File: src/rtl/dmem_mmio_pkg.sv
// Shared constants and address decode for the dmem_mmio data-side memory system.
// The optional cycle counter is selected with the DMEM_MMIO_CYCLES_EN macro in dmem_mmio.sv.
package dmem_mmio_pkg;

  localparam logic [15:0] MMIO_HI = 16'hFFFF;

  localparam logic [7:0] OFF_LED    = 8'h00;
  localparam logic [7:0] OFF_TXDATA = 8'h04;
  localparam logic [7:0] OFF_STATUS = 8'h08;
  localparam logic [7:0] OFF_CYCLES = 8'h0C;

  localparam int ST_FULL    = 0;
  localparam int ST_EMPTY   = 1;
  localparam int ST_OVF     = 2;
  localparam int ST_CNT_LSB = 8;

  typedef enum logic [2:0] {
    SEL_RAM,
    SEL_LED,
    SEL_TX,
    SEL_STATUS,
    SEL_CYCLES,
    SEL_NONE
  } sel_e;

  // Accesses are word-wide, so the byte-lane bits never take part in the decode.
  function automatic sel_e decode(input logic [31:0] addr);
    if (addr[31:16] != MMIO_HI) return SEL_RAM;
    case ({addr[7:2], 2'b00})
      OFF_LED:    return SEL_LED;
      OFF_TXDATA: return SEL_TX;
      OFF_STATUS: return SEL_STATUS;
      OFF_CYCLES: return SEL_CYCLES;
      default:    return SEL_NONE;
    endcase
  endfunction

endpackage

File: src/rtl/dmem_mmio_tx_fifo.sv
// Transmit FIFO: push/pop with valid/ready on the read side. A push onto a full FIFO
// that is not popped in the same cycle is dropped and reported on overflow.
module tx_fifo #(
  parameter int WIDTH = 8,
  parameter int DEPTH = 8,
  localparam int PW = $clog2(DEPTH),
  localparam int CW = PW + 1
) (
  input  logic             clk_i,
  input  logic             reset_i,
  input  logic             push,
  input  logic [WIDTH-1:0] wdata,
  input  logic             ready,
  output logic [WIDTH-1:0] rdata,
  output logic             valid,
  output logic             full,
  output logic             empty,
  output logic [CW-1:0]    count,
  output logic             overflow
);

  logic [WIDTH-1:0] mem [DEPTH];
  logic [PW-1:0]    wr_ptr;
  logic [PW-1:0]    rd_ptr;
  logic             pop;
  logic             accept;

  assign empty    = (count == '0);
  assign full     = (count == CW'(DEPTH));
  assign valid    = !empty;
  assign pop      = valid && ready;
  // A pop frees the slot this cycle's push needs, so push-while-full is legal when popping.
  assign accept   = push && (!full || pop);
  assign overflow = push && full && !pop;
  assign rdata    = empty ? '0 : mem[rd_ptr];

  // NOTE: state registers use non-blocking (<=) so every flop samples pre-edge values.
  always_ff @(posedge clk_i) begin
    if (reset_i) begin
      wr_ptr <= '0;
      rd_ptr <= '0;
      count  <= '0;
    end else begin
      if (accept) wr_ptr <= wr_ptr + 1'b1;
      if (pop)    rd_ptr <= rd_ptr + 1'b1;
      count <= count + CW'(accept) - CW'(pop);
    end
  end

  // NOTE: storage arrays are not reset; resetting the pointers discards the contents.
  always_ff @(posedge clk_i) begin
    if (!reset_i && accept) mem[wr_ptr] <= wdata;
  end

endmodule

File: src/rtl/dmem_mmio.sv
// Data RAM plus MMIO window (LED, TX FIFO, STATUS, CYCLES) for the single-cycle core.
// Define DMEM_MMIO_CYCLES_EN to build the free-running CYCLES counter at offset 0x0C.
module dmem_mmio
  import dmem_mmio_pkg::*;
#(
  parameter int DEPTH_WORDS = 64,
  parameter int TX_DEPTH    = 8,
  parameter int LED_W       = 16
) (
  input  logic             clk_i,
  input  logic             reset_i,
  input  logic [31:0]      addr_i32,
  input  logic [31:0]      write_data_i32,
  input  logic             enable_wmem_i,
  output logic [31:0]      read_data_o32,
  output logic [LED_W-1:0] led_o,
  output logic [7:0]       tx_data_o8,
  output logic             tx_valid_o,
  input  logic             tx_ready_i
);

  localparam int AW = $clog2(DEPTH_WORDS);
  localparam int CW = $clog2(TX_DEPTH) + 1;

  sel_e          sel;
  logic [AW-1:0] ram_idx;
  logic [31:0]   ram [DEPTH_WORDS];
  logic          wr_active;
  logic          fifo_full;
  logic          fifo_empty;
  logic          fifo_ovf;
  logic [CW-1:0] fifo_count;
  logic          ovf_q;
  logic [31:0]   status;
  logic [31:0]   cycles_rd;

  assign sel       = decode(addr_i32);
  assign ram_idx   = addr_i32[AW+1:2];
  // Stores arriving on a reset edge are dropped.
  assign wr_active = enable_wmem_i && !reset_i;

  always_ff @(posedge clk_i) begin
    if (wr_active && sel == SEL_RAM) ram[ram_idx] <= write_data_i32;
  end

  always_ff @(posedge clk_i) begin
    if (reset_i) begin
      led_o <= '0;
      ovf_q <= 1'b0;
    end else begin
      if (enable_wmem_i && sel == SEL_LED) led_o <= write_data_i32[LED_W-1:0];
      // Set has priority over a same-cycle software clear.
      if (fifo_ovf)
        ovf_q <= 1'b1;
      else if (enable_wmem_i && sel == SEL_STATUS && write_data_i32[ST_OVF])
        ovf_q <= 1'b0;
    end
  end

  tx_fifo #(
    .WIDTH(8),
    .DEPTH(TX_DEPTH)
  ) u_tx_fifo (
    .clk_i   (clk_i),
    .reset_i (reset_i),
    .push    (enable_wmem_i && sel == SEL_TX),
    .wdata   (write_data_i32[7:0]),
    .ready   (tx_ready_i),
    .rdata   (tx_data_o8),
    .valid   (tx_valid_o),
    .full    (fifo_full),
    .empty   (fifo_empty),
    .count   (fifo_count),
    .overflow(fifo_ovf)
  );

`ifdef DMEM_MMIO_CYCLES_EN
  logic [31:0] cycles_q;

  always_ff @(posedge clk_i) begin
    if (reset_i)
      cycles_q <= '0;
    else if (enable_wmem_i && sel == SEL_CYCLES)
      cycles_q <= write_data_i32;
    else
      cycles_q <= cycles_q + 32'd1;
  end

  assign cycles_rd = cycles_q;
`else
  assign cycles_rd = '0;
`endif

  // NOTE: every always_comb output gets a default first so no path infers a latch.
  always_comb begin
    status                      = '0;
    status[ST_FULL]             = fifo_full;
    status[ST_EMPTY]            = fifo_empty;
    status[ST_OVF]              = ovf_q;
    status[ST_CNT_LSB +: CW]    = fifo_count;
  end

  // RAM read is asynchronous, so a same-cycle store is only visible after the edge.
  always_comb begin
    read_data_o32 = '0;
    case (sel)
      SEL_RAM:    read_data_o32 = ram[ram_idx];
      SEL_LED:    read_data_o32[LED_W-1:0] = led_o;
      SEL_STATUS: read_data_o32 = status;
      SEL_CYCLES: read_data_o32 = cycles_rd;
      default:    read_data_o32 = '0;
    endcase
  end

endmodule

File: config.mk
export PLATFORM = sky130hd
export DESIGN_NAME = dmem_mmio
export DESIGN_NICKNAME = d
export VERILOG_FILES = /design/src/rtl/dmem_mmio_pkg.sv /design/src/rtl/dmem_mmio_tx_fifo.sv /design/src/rtl/dmem_mmio.sv
export SDC_FILE = /design/constraint.sdc
export NUM_CORES = 2
export LEC_CHECK = 0
export ABC_AREA = 1
export CAP_MARGIN = 40
export CORE_ASPECT_RATIO = 0.6
export CORE_MARGIN = 4
export CORE_UTILIZATION = 30
export DETAILED_ROUTE_END_ITERATION = 16
export HOLD_SLACK_MARGIN = 0.02
export SYNTH_ARGS = -nofsm -noshare
export SYNTH_HDL_FRONTEND = slang
export SYNTH_SLANG_ARGS = --single-unit
File: constraint.sdc
create_clock -name clk_i -period 4.45 [get_ports clk_i]
set_input_delay 0.89 -clock clk_i [delete_from_list [all_inputs] [get_ports clk_i]]
set_output_delay 0.89 -clock clk_i [all_outputs]
set_load 0.02 [all_outputs]
==> results.sh <==
export IMPL_area_growth_pct=19.6
export IMPL_synth_warning_count=0
export IMPL_grt_pass1_vias=53800
export IMPL_max_slew_margin_rel_pct=40.6
export IMPL_ys_top_cells_by_area="edfxtp_1, nor2_1, nand3_1"
export IMPL_clkTransAtPathRegs_ns=0.06
export IMPL_required_ns=3.56
export IMPL_htree_levels=4
export IMPL_viasPerCell=5.20
export IMPL_multi_input_area_sq_um=18700
export IMPL_synth_top_cells_by_count="nor2_1, edfxtp_1, nand2_1"
export IMPL_synth_edf_count=2112
export IMPL_final_max_slew_viol_count=0
export IMPL_register_area_sq_um=64000
export IMPL_initial_core_util_pct=30.2
export IMPL_synth_top_cell_by_area="edfxtp_1"
export IMPL_wl_per_cell_microns=26.0
export IMPL_drv_cap=0
export IMPL_synth_top_area_share_pct=75.1
export IMPL_reg2reg_from="u_tx_fifo.count[2]"
export IMPL_avgSynthCellArea_sq_um=12.4
export IMPL_antenna_found_initial=23
export IMPL_placed_area_sq_um=94900
export IMPL_setup_worst_path_start="addr_i32[3]"
export IMPL_yosysSeqAreaShare_pct=75.8
export IMPL_hold_path_cell_count=1
export IMPL_io_pins=125
export IMPL_syn_num_nets=6898
export IMPL_via_count=58000
export IMPL_grt_first_pass_wirelength_microns=404000
export IMPL_io_buffers=114
export IMPL_hold_viol_final=0
export IMPL_rr_worst_depth=9
export IMPL_end_kind="output port"
export IMPL_drtAntennaViolNets=0
export IMPL_fin_skew_ns=0.0272
export IMPL_critPathKind="in2out"
export IMPL_numClockSinks=2142
export IMPL_finalWirelength_microns=290000
export IMPL_clockBufferDepth=4
export IMPL_dieArea_sq_um=290000
export IMPL_synth_cell_types=37
export IMPL_crit_fanout=48
export IMPL_setup_viol=0
export IMPL_die_w_microns=693
export IMPL_hp_class="in2reg"
export IMPL_numCtsBuffers=187
export IMPL_cts_root_buf="clkbuf_16"
export IMPL_route_detailed_drc=0
export IMPL_p_leak_nw=34.9
export IMPL_die_y_microns=419
export IMPL_whs_ns=0.254
export IMPL_core_area_sq_um=279000
export IMPL_drt_iter0_drc=8942
export IMPL_power_density_nw_per_um2=416
export IMPL_syn_inst=6821
export IMPL_hpwlAfterDp_microns=178000
export IMPL_period_share_pct=99.1
export IMPL_gp_routability_congestion=0.863
export IMPL_totalPowerFinal_w=0.0420
export IMPL_utilization_pct=36.2
export IMPL_first_pass_iters=5
export IMPL_clk_latency_ns=0.85
export IMPL_fillers=26500
export IMPL_crit_arrival_ns=3.52
export IMPL_min_from="write_data_i32[23]"
export IMPL_tightest_slew_ns=0.892
export IMPL_cts_tree="yes"
export IMPL_finalInstanceArea_sq_um=101000
export IMPL_grt_max_degree=70
export IMPL_fmax_mhz=227
export IMPL_status="finished clean"
export IMPL_peakVddDrop_uv=320
export IMPL_rsz0062_at_grt="yes"
export IMPL_placementRows=150
export IMPL_ys_seq_elements=2142
export IMPL_yosysMostFrequentCell="nor2_1"
export IMPL_critPathLaunchType="input pin"
export IMPL_setup_tns_ns=0
export IMPL_track_usage_pct=19.3
export IMPL_drive_gt1_share_pct=13.1
export IMPL_synthArstFlopShare_pct=0
export IMPL_syn_cell_area_sq_um=84500
export IMPL_synth_ff_type="edfxtp_1"
export IMPL_period_minus_slack_ns=4.41
export IMPL_grt_overflow_total=0
export IMPL_finalNetCount=7356
-- cells by family after synthesis --
family | count (synthesis) | synth area share (%)
xor gates and xnor gates | 2 | 0.0207
adders and majority gates | 9 | 0.142
muxes | 1 | 0.0119
buffers and inverters | 564 | 2.84
and+or+nand+nor | 3584 | 17.6
AOI/OAI and AO/OA | 519 | 3.58
DFF | 2142 | 75.8
-- cell usage in the layout, fill, tap and decap left out, types with 39 or more instances in the layout --
cell,n
edfxtp_1,2112
nor2_1,2065
nand2_1,646
nand3_1,497
buf_4,346
o21ai_0,250
inv_1,198
clkbuf_16,192
buf_12,161
o22ai_1,155
nand3b_1,110
nor2_4,74
nor3_1,69
or2_2,65
clkdlybuf4s50_1,52
clkinv_1,50
clkbuf_1,43
a21oi_1,39
-- cell type report --
class	instances	share of cell area, %
flip-flops and latches	2142	63.4
repair buffers	618	6.91
diodes	4	0.00991
clock buffers	232	4.84
inverters	215	0.826
clock inverters	100	0.925
multi-input cells	4115	18.5
well taps	3724	4.61
-- where the power goes --
| group | total (W) | switching [W] | internal (W) |
|---|---|---|---|
| clock | 0.0162 | 0.00750 | 0.00870 |
| sequential | 0.0223 | 0.0000522 | 0.0222 |
| combinational | 0.00354 | 0.00239 | 0.00114 |
-- worst max-delay path: stages --
cell and delay, ns:
buf_2 0.15, buf_12 0.16, nand2_8 0.21, buf_16 0.30
buf_4 0.32, o22ai_1 0.09, nand3b_1 0.19, nand3_1 0.16
nand2_1 0.16, nor2_1 0.21, nand2_1 0.07, nor2_1 0.23
buf_4 0.20, buf_12 0.11
-- state kept, by name, summed over array words and instances (netlist names), named ones only --
| register | count |
|---|---|
| led_o | 16 |
| u_tx_fifo.rd_ptr | 3 |
| u_tx_fifo.count | 4 |
| ovf_q | 1 |
| u_tx_fifo.wr_ptr | 3 |
| ram | 2048 |
| u_tx_fifo.mem | 64 |
-- metrics by stage --
| step | instances | worst slack, ns |
|---|---|---|
| after floorplan | 6821 | 0.664 |
| after global placement | 10800 | -0.167 |
| after detailed placement | 10800 | -0.168 |
| after CTS | 11100 | -0.00773 |
| after global routing | 11100 | -0.00941 |
| final | 11200 | 0.0395 |
-- layer usage --
metal | vias up | global-route usage (%) | routed length [microns] | part of all wire (%)
met5 | - | 0 | 53 | 0.018
met4 | 8 | 4.30 | 6740 | 2.3
met3 | 469 | 6.35 | 44700 | 15
met2 | 3864 | 26.5 | 116000 | 40
met1 | 28800 | 29.2 | 123000 | 42
li1 | 24800 | - | - | -
-- worst paths after layout --
| kind | endpoint | slack, ns |
|---|---|---|
| setup / recovery | read_data_o32[19] | 0.04 |
| hold / removal | ram[56][23] | 0.25 |
| setup reg to reg | u_tx_fifo.mem[7][1] | 1.47 |
| hold reg to reg | ovf_q | 0.49 |
-- what timing repair did --
item	4_1_cts	5_1_grt
gates cloned	0	3
endpoints found under the setup margin	8	25
hold endpoints to repair	0	0
gates resized for setup	9	31
hold buffers	0	0
setup buffers	0	5
pin swaps	0	1
(Power assumes the default switching activity.)
